<file path="config.mk">
export PLATFORM = sky130hd
export DESIGN_NAME = neuron_mac_controller
export DESIGN_NICKNAME = d
export VERILOG_FILES = /design/src/rtl/neuron_mac_controller.sv
export SDC_FILE = /design/constraint.sdc
export NUM_CORES = 1
export LEC_CHECK = 0
export CAP_MARGIN = 20
export CORE_MARGIN = 2
export CORE_UTILIZATION = 65
export CTS_CLUSTER_SIZE = 16
export DETAILED_ROUTE_END_ITERATION = 10
export GPL_ROUTABILITY_DRIVEN = 0
export PLACE_DENSITY = 0.88
export SYNTH_ARGS = -nofsm -noshare
export SYNTH_HDL_FRONTEND = slang
export SYNTH_SLANG_ARGS = --single-unit
export TNS_END_PERCENT = 100
</file>
<file path="constraint.sdc">
create_clock -name CLK -period 16.3 [get_ports CLK]
set_input_delay 4.075 -clock CLK [delete_from_list [all_inputs] [get_ports CLK]]
set_output_delay 4.075 -clock CLK [all_outputs]
set_load 0.02 [all_outputs]
</file>
<file path="src/rtl/neuron_mac_controller.sv">
// Dot-product sequencer for one neuron: streams N weight/activation pairs from negedge-read
// memories into a wide accumulator, then emits a saturated Q8.8 result. Also owns weight loading.
module neuron_mac_controller #(
  parameter int N    = 28,
  parameter int AW   = 5,
  parameter int DW   = 16,
  parameter int ACCW = 40,
  parameter int FRAC = 8
) (
  input  logic                 CLK,
  input  logic                 RST,
  input  logic                 START,
  input  logic                 LOAD_START,
  input  logic                 LD_VALID,
  input  logic signed [DW-1:0] LD_DATA,
  output logic                 LD_READY,
  output logic                 LOAD_DONE,
  output logic                 BUSY,
  output logic                 DONE,
  output logic signed [DW-1:0] Y,
  output logic                 OVF,
  output logic [AW-1:0]        BRAM_ADDR,
  output logic signed [DW-1:0] BRAM_DI,
  output logic                 BRAM_EN,
  output logic                 BRAM_WE,
  input  logic signed [DW-1:0] BRAM_DO,
  output logic [AW-1:0]        X_ADDR,
  input  logic signed [DW-1:0] X_DATA
);

  typedef enum logic [1:0] {IDLE, LOAD, RUN, FINISH} state_t;

  localparam logic [AW-1:0] LAST = AW'(N - 1);
  localparam logic signed [ACCW-1:0] YMAX = {{(ACCW-DW+1){1'b0}}, {(DW-1){1'b1}}};
  localparam logic signed [ACCW-1:0] YMIN = {{(ACCW-DW+1){1'b1}}, {(DW-1){1'b0}}};

  state_t                   state;
  logic [AW-1:0]            cnt;
  logic                     vld_p0;
  logic signed [2*DW-1:0]   prod_p0;
  logic signed [ACCW-1:0]   acc_p1;

  function automatic logic signed [DW-1:0] sat_q(input logic signed [ACCW-1:0] a);
    logic signed [ACCW-1:0] s;
    s = a >>> FRAC;
    if (s > YMAX)      sat_q = YMAX[DW-1:0];
    else if (s < YMIN) sat_q = YMIN[DW-1:0];
    else               sat_q = s[DW-1:0];
  endfunction

  function automatic logic sat_ovf(input logic signed [ACCW-1:0] a);
    logic signed [ACCW-1:0] s;
    s = a >>> FRAC;
    sat_ovf = (s > YMAX) || (s < YMIN);
  endfunction

  assign BRAM_ADDR = cnt;
  assign X_ADDR    = cnt;
  assign BRAM_DI   = LD_DATA;
  assign BRAM_WE   = (state == LOAD) && LD_VALID;
  assign BRAM_EN   = (state == LOAD) ? LD_VALID : vld_p0;

  // Stage p0: data for the address issued last cycle arrives after the falling edge.
  assign prod_p0 = (2*DW)'(BRAM_DO) * (2*DW)'(X_DATA);

  // Stage p1: accumulate; vld_p0 marks a read issued in the cycle just ending.
  always_ff @(posedge CLK) begin
    if (RST) begin
      state     <= IDLE;
      cnt       <= '0;
      vld_p0    <= 1'b0;
      acc_p1    <= '0;
      Y         <= '0;
      OVF       <= 1'b0;
      DONE      <= 1'b0;
      LOAD_DONE <= 1'b0;
      BUSY      <= 1'b0;
      LD_READY  <= 1'b0;
    end else begin
      DONE      <= 1'b0;
      LOAD_DONE <= 1'b0;
      case (state)
        IDLE: begin
          if (LOAD_START) begin
            state    <= LOAD;
            cnt      <= '0;
            BUSY     <= 1'b1;
            LD_READY <= 1'b1;
          end else if (START) begin
            state  <= RUN;
            cnt    <= '0;
            acc_p1 <= '0;
            vld_p0 <= 1'b1;
            BUSY   <= 1'b1;
          end
        end
        LOAD: begin
          if (LD_VALID) begin
            if (cnt == LAST) begin
              state     <= IDLE;
              LOAD_DONE <= 1'b1;
              BUSY      <= 1'b0;
              LD_READY  <= 1'b0;
            end else begin
              cnt <= cnt + 1'b1;
            end
          end
        end
        RUN: begin
          if (vld_p0) begin
            acc_p1 <= acc_p1 + {{(ACCW-2*DW){prod_p0[2*DW-1]}}, prod_p0};
          end
          if (cnt == LAST) begin
            vld_p0 <= 1'b0;
            state  <= FINISH;
          end else begin
            cnt <= cnt + 1'b1;
          end
        end
        FINISH: begin
          Y     <= sat_q(acc_p1);
          OVF   <= sat_ovf(acc_p1);
          DONE  <= 1'b1;
          BUSY  <= 1'b0;
          state <= IDLE;
        end
        default: state <= IDLE;
      endcase
    end
  end

endmodule

</file>
Yosys cells after proc, flatten, opt, wreduce, memory -nomap -nowiden
Cells that the tools add are included.

storage, ports and cells
  bits in registers = 69
  output and inout port bits = 49
  bits of input ports = 53
  logic and storage cells = 72

operators by class
  reduce and logical (&&, ||, !) cells = 14
  bitwise logic cells = 2
  multipliers = 1
  equal/unequal tests = 12
  muxes and demuxes = 29
  magnitude comparators = 2
  add/subtract/negate cells = 2

operator list
  cell                  count
  $mux 40               3
  $pmux 40 s2           1
  $add 40x40->40        1
  $gt 32x16->1 const B  1
  $lt 32x16->1 const B  1
  $mul 16x16->32        1
  $mux 16               2
  $mux 5                4
  $reduce_and 4->1      5
  $pmux 5 s3            1
  $ne 2x2->1 const B    6
  $mux 2                5
  $mux 1                9
  $pmux 2 s4            1
  $reduce_bool 3->1     2
  $add 5x1->5 const B   1
  $eq 5x5->1 const B    1
  $eq 2x2->1 const B    2
  $pmux 1 s2            2
  $reduce_bool 2->1     2
  $ne 3x3->1 const B    1
  $pmux 1 s3            1
  $reduce_and 3->1      1
  $reduce_or 3->1       1
  other kinds (6)       7

Longest topological paths before layout
Gate-level depths: netlist of the first run.

  word-level depth = 4
  depth in mapped cells = 34

Least setup slack after synthesis of the first run
Ideal clock, no wire load.

  kind = in2reg
  start point = input BRAM_DO[15]
  end point = register acc_p1[39]
  library setup time = 0.072 ns
  data arrival time = 11.346 ns
  buffers on the path = 1
  stages on the path = 28
  data required time = 16.228 ns
  slack = 4.883 ns
  cells stage by stage = clkbuf_1 nand2_1 inv_1 fa_1 fa_1 fa_1 fa_1 fa_1 inv_1 fa_1 inv_1 ha_1 a21o_1 a21oi_1 o21a_1 o41ai_1 nor2_1 a221o_1 ha_1 a21o_1 a21oi_1 o21ai_0 o41ai_1 nor3b_1 a221o_1 xor2_1 or2_1 mux2i_1

on the way
  cells in the longest elaborated chain, start to end = 4

ends and longest elaborated chain
  item                  line  source
  start, declared       26    input logic signed [DW-1:0] BRAM_DO,
  $mul 16x16->32        64    assign prod_p0 = (2*DW)'(BRAM_DO) * (2*DW)'(X_DATA);
  $add 40x40->40        111   acc_p1 <= acc_p1 + {{(ACCW-2*DW){prod_p0[2*DW-1]}}, prod_p0};
  $mux 40               110   if (vld_p0) begin
  $pmux 40 s2           82    case (state)
  end signal, assigned  111
  end, declared         41    logic signed [ACCW-1:0] acc_p1;

Every way passes these cells. The select of a mux whose other input is x is not followed.
A chain may end at the register's enable or synchronous reset.

Final worst setup path of the first run
  start point = input BRAM_DO[15]
  end point = register acc_p1[38]

The elaborated chain is that of the path after synthesis.

==> summary.txt, run 1 <==
Run status
  – Status: finished, final reports clean

Synth
  – Share of the synthesized area in the top cell type: 35.64%
  – Post-synthesis sequential area ratio: under 10%
  – Simple-gate share of the synthesized area: 16.94%
  – Area of the mapped netlist: approximately 0.015 mm²
  – Synth area leader: fa_1
  – Number of synthesized flops with an enable pin: 0
  – Mux share of post-synthesis cell area: 0.2033%
  – Syn avg cell area: 8.614 µm²
  – Largest family of logic cells by synthesized area: adder cells
  – Count leader, synth: inv_1
  – Syn Nets: around 2200
  – Async SR Flop Fraction: 0%
  – Flops & latches, synth: 69
  – Top_reg_cell synth: dfxtp_1
  – Distinct cells, synth: 65
  – Yosys warns: 0
  – Synth Area in XOR/XNOR: ~3.9%
  – Gate count of the mapped netlist: 1715
  – Post-synth top cells: inv_1 (319), fa_1 (263), nand2_1 (174), and2_1 (130), ha_1 (129)
  – Synth Area in Compound Gates: 12.37%
  – Main area contributors after synthesis: fa_1 (36%), ha_1 (11%), dfxtp_1 (9.4%)
  – Synth Area in Adders: 46.57%

Timing
  – Unrepaired setup endpoints after global routing: false
  – Final slew viol count: 0
  – Min Clock Period, post-route: 12480 ps
  – Setup_tns: 0 ps
  – Rel. slew slack: 26.89%
  – Hold WS: 465.0 ps
  – Final Setup Violations: 0
  – Final period util: 76.58%
  – Max Clock Skew: 6.376 ps
  – Max frequency: 80.11 MHz
  – Hold Fails Final Rpt: 0
  – Pin slew with the least headroom to its limit: roughly 1100 ps

Global route
  – Pin count of the biggest net entering global routing: 60
  – GRT Resource Usage Total: 28.90%
  – Met3 usage: 3.334%
  – Met1 Usage GRT: 35.65%
  – Number of global-route vias before repair: 12170
  – Initial antenna violation count: 0
  – Remaining global-route overflow: 0
  – Most used routing layer: met2
  – Global-route met2 utilization: 52.36%
  – First-pass GRT wire length: ~56000 µm

Clocking
  – Skew-Pair Late Insertion Delay: between 300 and 400 ps
  – Htree depth: 3
  – Root buf cell: clkbuf_16
  – Post-cts gate resize count: 0
  – CTS clk-pin slew, worst paths: 60 ps
  – CTS buffer count: 9
  – TritonCTS clock tree: done
  – Clock buffer depth: 2
  – Hold_buf cts: 0
  – Post-CTS setup buffers: 0
  – Num Clock Sinks: 69

Drt
  – DRC viols: 0
  – ANT nets after route: 0
  – DR WL/cell: roughly 17 µm
  – Initial DRC Count: 806
  – DRT Pass-1 Iters: 5
  – Routed vias/inst: 5.880
  – Routed via count: approximately 12000
  – Routed wire length: 33250 µm

Critical path
  – Startpoint types: input pin
  – Setup CP Type: input pin to flip-flop
  – Critical Path RT: approximately 17000 ps
  – Delay-heaviest family, CP: adder cells
  – Crit end category: flip-flop
  – Flop2flop setup slack: 12960 ps
  – WP depth: 27
  – Critical path arrival: 12710 ps
  – CP peak stage delay: 890 ps
  – CP max stage cell: fa_1
  – CP bufs+invs: 4
  – Most frequent CP cell: fa_1
  – CP max FO: 16
  – R2r worst-path depth: 12

Final layout
  – Final #Nets: 2165
  – Multi-input gate area: 0.01182 mm²
  – Fillers: 1631
  – FF/Latch Area: between 0.001 and 0.0015 mm²
  – Final core utilization: 70.10%
  – Non-Filler Instances: 2009
  – Area Overhead vs Synth: 6.784%
  – Fraction of layout cells with a size suffix above 1: under 10%
  – Diodes inserted: 0

Die
  – Num rows: 55
  – Area of the core: 0.02250 mm²
  – Die Width: 154.8 µm
  – Die Area: around 0.024 mm²
  – Die height: around 150 µm
  – Initial Utilization: 65.65%
  – Boundary pin count: 102

Placement
  – Post-DP HPWL: 26940 µm
  – Placed cell count: 1992
  – Buffers on Ports: 69

Min path
  – Hold Crit Class: flip-flop to flip-flop
  – Hold path depth: 2

Run
  – Max Cap Viol: 0
-- registers in the layout (all words and copies together), names as in the netlist --
| signal | cells |
|---|---|
| LOAD_DONE | 1 |
| state | 2 |
| Y | 16 |
| vld_p0 | 1 |
| OVF | 1 |
| DONE | 1 |
| acc_p1 | 40 |
| BRAM_ADDR | 5 |
| LD_READY | 1 |
| BUSY | 1 |
-- per-stage QoR --
stage	worst slack (ps)	cell area, µm²
after floorplan	4883	14770
after global placement	3864	15450
after detailed placement	3646	15450
after CTS	3943	15750
after global routing	3410	15780
final	3817	15780
-- per-layer routing --
metal | part of all wire [%] | wire (µm) | up-vias
li1 | - | - | 5396
met1 | 38 | 12650 | 5882
met2 | 53 | 17650 | 433
met3 | 5.4 | 1786 | 102
met4 | 3.5 | 1165 | 0
met5 | 0 | 0 | -
-- layout make-up --
type / count / share of cell area (%)
multi-input combinational: 1248 / 74.90
sequential: 69 / 8.756
inverter: 319 / 7.590
timing repair buffer: 73 / 4.584
tap: 285 / 2.260
clock buffer: 11 / 1.602
clock inverter: 4 / 0.3014
-- worst reg2reg max path, cell delays in order (launching register included) --
cell	delay [ps]
dfxtp_1	350
ha_1	210
inv_1	70
fa_1	410
nand2b_1	190
a21oi_1	220
o21ai_1	180
a311oi_2	470
a21o_2	280
a31oi_2	170
o31ai_1	370
xor2_1	130
a22o_1	200
-- worst paths after layout --
check	from	to
hold reg to reg	acc_p1[6]	acc_p1[6]
hold / removal	acc_p1[6]	acc_p1[6]
setup / recovery	BRAM_DO[15]	acc_p1[38]
setup reg to reg	acc_p1[0]	acc_p1[38]
-- cell usage in the layout (no fill, tap or decap), types with 4 or more instances in the layout --
cell	count
o21ai_0	51
nand4_1	7
a21oi_1	83
nor2b_1	10
fa_1	263
nand3b_1	4
o21ai_1	4
a211oi_1	10
a21o_1	33
o31ai_1	5
nor3_1	18
and3_1	10
ha_1	129
dfxtp_1	69
nor4_1	6
clkbuf_16	9
xnor2_1	46
nand2b_1	29
nand2_1	174
and2_1	130
nand3_1	19
o21bai_1	7
o21a_1	13
o41ai_1	4
inv_1	319
clkdlybuf4s50_1	68
a211o_1	7
xor2_1	20
nor2_1	89
a22oi_1	27
a32oi_1	4
-- cell families after synthesis --
family,Yosys count
XOR/XNOR,66
multiplexers,3
adder cells (fa/ha/maj),392
AND/OR/NAND/NOR,507
buffers and inverters,398
AO/OA/AOI/OAI,280
flip-flops,69
Power of run 1 is not shown: default switching activity piles up to over one toggle a cycle in this logic, so the estimate is an artifact.
==> inputs of run 2 (changes only) <==
CORE_UTILIZATION = 56   (was 65)
PLACE_DENSITY = 0.8   (was 0.88)
clock period = 10.6 ns   (was 16.3 ns; I/O delays follow)
==> summary.txt, run 2 (synthesized netlist as in run 1, its figures left out) <==
Clocking
  – Skew-Pair Late Insertion Delay: roughly 340 ps
  – Hold_buf cts: 0
  – Root buf cell: clkbuf_16
  – CTS buffer count: 9
  – CTS clk-pin slew, worst paths: 50 ps
  – Clock buffer depth: 2
  – Htree depth: 3
  – TritonCTS clock tree: done
  – Num Clock Sinks: 69

Final layout
  – Final #Nets: ~2200
  – Most common cell after layout, fill and taps aside: inv_1
  – Final core utilization: 63.49%
  – Fraction of layout cells with a size suffix above 1: slightly above 6%
  – Diodes inserted: 0
  – Largest register FFs: 40
  – Fillers: between 2000 and 2500
  – FF/Latch Area: roughly 0.0014 mm²
  – Multi-input gate area: 0.01187 mm²
  – Largest reg by FF count: acc_p1
  – Area Overhead vs Synth: 11.67%
  – Most frequent cells in the layout: inv_1 (319), fa_1 (262), nand2_1 (174), and2_1 (130), ha_1 (129)

Die
  – Boundary pin count: between 100 and 150
  – Initial Utilization: a little under three fifths
  – Num rows: 59
  – Die height: 166.4 µm
  – Die Area: between 0.02 and 0.03 mm²
  – Area of the core: 0.02598 mm²
  – Die Width: 166.4 µm

Placement
  – Buffers on Ports: 69
  – Post-DP HPWL: 28000 µm

Critical path
  – Setup CP Type: input pin to flip-flop
  – Startpoint types: input pin
  – Flop2flop setup slack: 7480 ps
  – Crit end category: flip-flop
  – WP depth: 33
  – Critical Path RT: about 11000 ps
  – CP peak stage delay: 550 ps
  – Critical path capture point: acc_p1[37]
  – Worst setup path start: X_DATA[8]
  – Most frequent CP cell: fa_1
  – Critical path arrival: ~10000 ps
  – CP bufs+invs: 7
  – R2r worst-path depth: 12
  – Worst r2r src: acc_p1[0]
  – CP max FO: 5
  – CP max stage cell: clkdlybuf4s50_1
  – Delay-heaviest family, CP: adder cells
  – FF-to-FF End: acc_p1[34]

Run status
  – Status: finished, final reports clean

Global route
  – Number of global-route vias before repair: approximately 12000
  – First-pass GRT wire length: roughly 57000 µm
  – Pin count of the biggest net entering global routing: 60
  – GRT Resource Usage Total: 24.51%
  – Initial antenna violation count: 0
  – Remaining global-route overflow: 0

Timing
  – Final period util: 96.66%
  – Final slew viol count: 0
  – Min Clock Period, post-route: 10250 ps
  – Rel. slew slack: 53.56%
  – Max Clock Skew: 5.783 ps
  – Pin slew with the least headroom to its limit: 696.6 ps
  – Final Setup Violations: 0
  – Hold Fails Final Rpt: 0
  – Max frequency: approximately 98 MHz

Drt
  – Routed wire length: 33280 µm
  – Routed via count: 11940
  – DR WL/cell: about 16 µm
  – DRT Pass-1 Iters: 5
  – DRC viols: 0
  – Routed vias/inst: 5.585
  – Initial DRC Count: 978
  – ANT nets after route: 0

Run
  – Max Cap Viol: 0

Min path
  – Hold Crit Class: flip-flop to flip-flop
## run 2: changes by cell type in the layout (fill, tap and decap cells not counted), sizes merged
| cell | before | now |
|---|---|---|
| clkdlybuf4s50 | 68 | 49 |
| clkinv | 2 | 1 |
| dlymetal6s2s | 0 | 19 |
| clkinvlp | 1 | 0 |
| buf | 5 | 83 |
| clkbuf | 11 | 13 |
## run 2: through the flow
stage	worst slack [ps]	area, µm²	hold slack (ps)	TNS (ps)	instances
after global placement	-146.1	16090	445.0	-147.9	2119
after global routing	-7.438	16500	482.5	-8.801	2137
after detailed placement	-284.7	16090	460.5	-725.2	2119
final	354.0	16500	468.6	0	2137
after floorplan	607.8	14770	436.2	0	1715
after CTS	10.61	16370	469.6	0	2134
## run 2: worst min-delay path by stage
stage | startpoint | end | slack, ps | depth (start not counted)
final | Y[2] | Y[2] | 470 | 2
after global routing | Y[4] | Y[4] | 480 | 2
after CTS | Y[4] | Y[4] | 470 | 2
after detailed placement | Y[4] | Y[4] | 460 | 2
after global placement | acc_p1[6] | acc_p1[6] | 450 | 2
after floorplan | acc_p1[6] | acc_p1[6] | 440 | 2
## run 2: final cells by class
type,instances,share of cell area [%]
clock buffer,13,1.456
clock inverter,2,0.2124
inverter,319,7.258
multi-input combinational,1248,71.94
sequential,69,8.373
tap,335,2.541
timing repair buffer,151,8.221
## run 2: worst min-delay path, cell delays in order, from the launching register on
cell      delay [ps]
dfxtp_1          300
nand2b_1          60
a21oi_1           50
## run 2: timing repair
action | in CTS | in global routing
buffers inserted | 0 | 1
resized for setup | 0 | 29
setup endpoints to repair | 0 | 14
## run 2: metal layers
| layer | vias to the layer above | GRT usage (%) | part of all wire, % |
|---|---|---|---|
| met1 | 5983 | 31.02 | 40 |
| met5 | - | 0 | 0 |
| li1 | 5546 | - | - |
| met3 | 85 | 2.495 | 4.2 |
| met2 | 322 | 44.21 | 53 |
| met4 | 0 | 7.796 | 2.9 |
Power of run 2 is left out for the same reason.
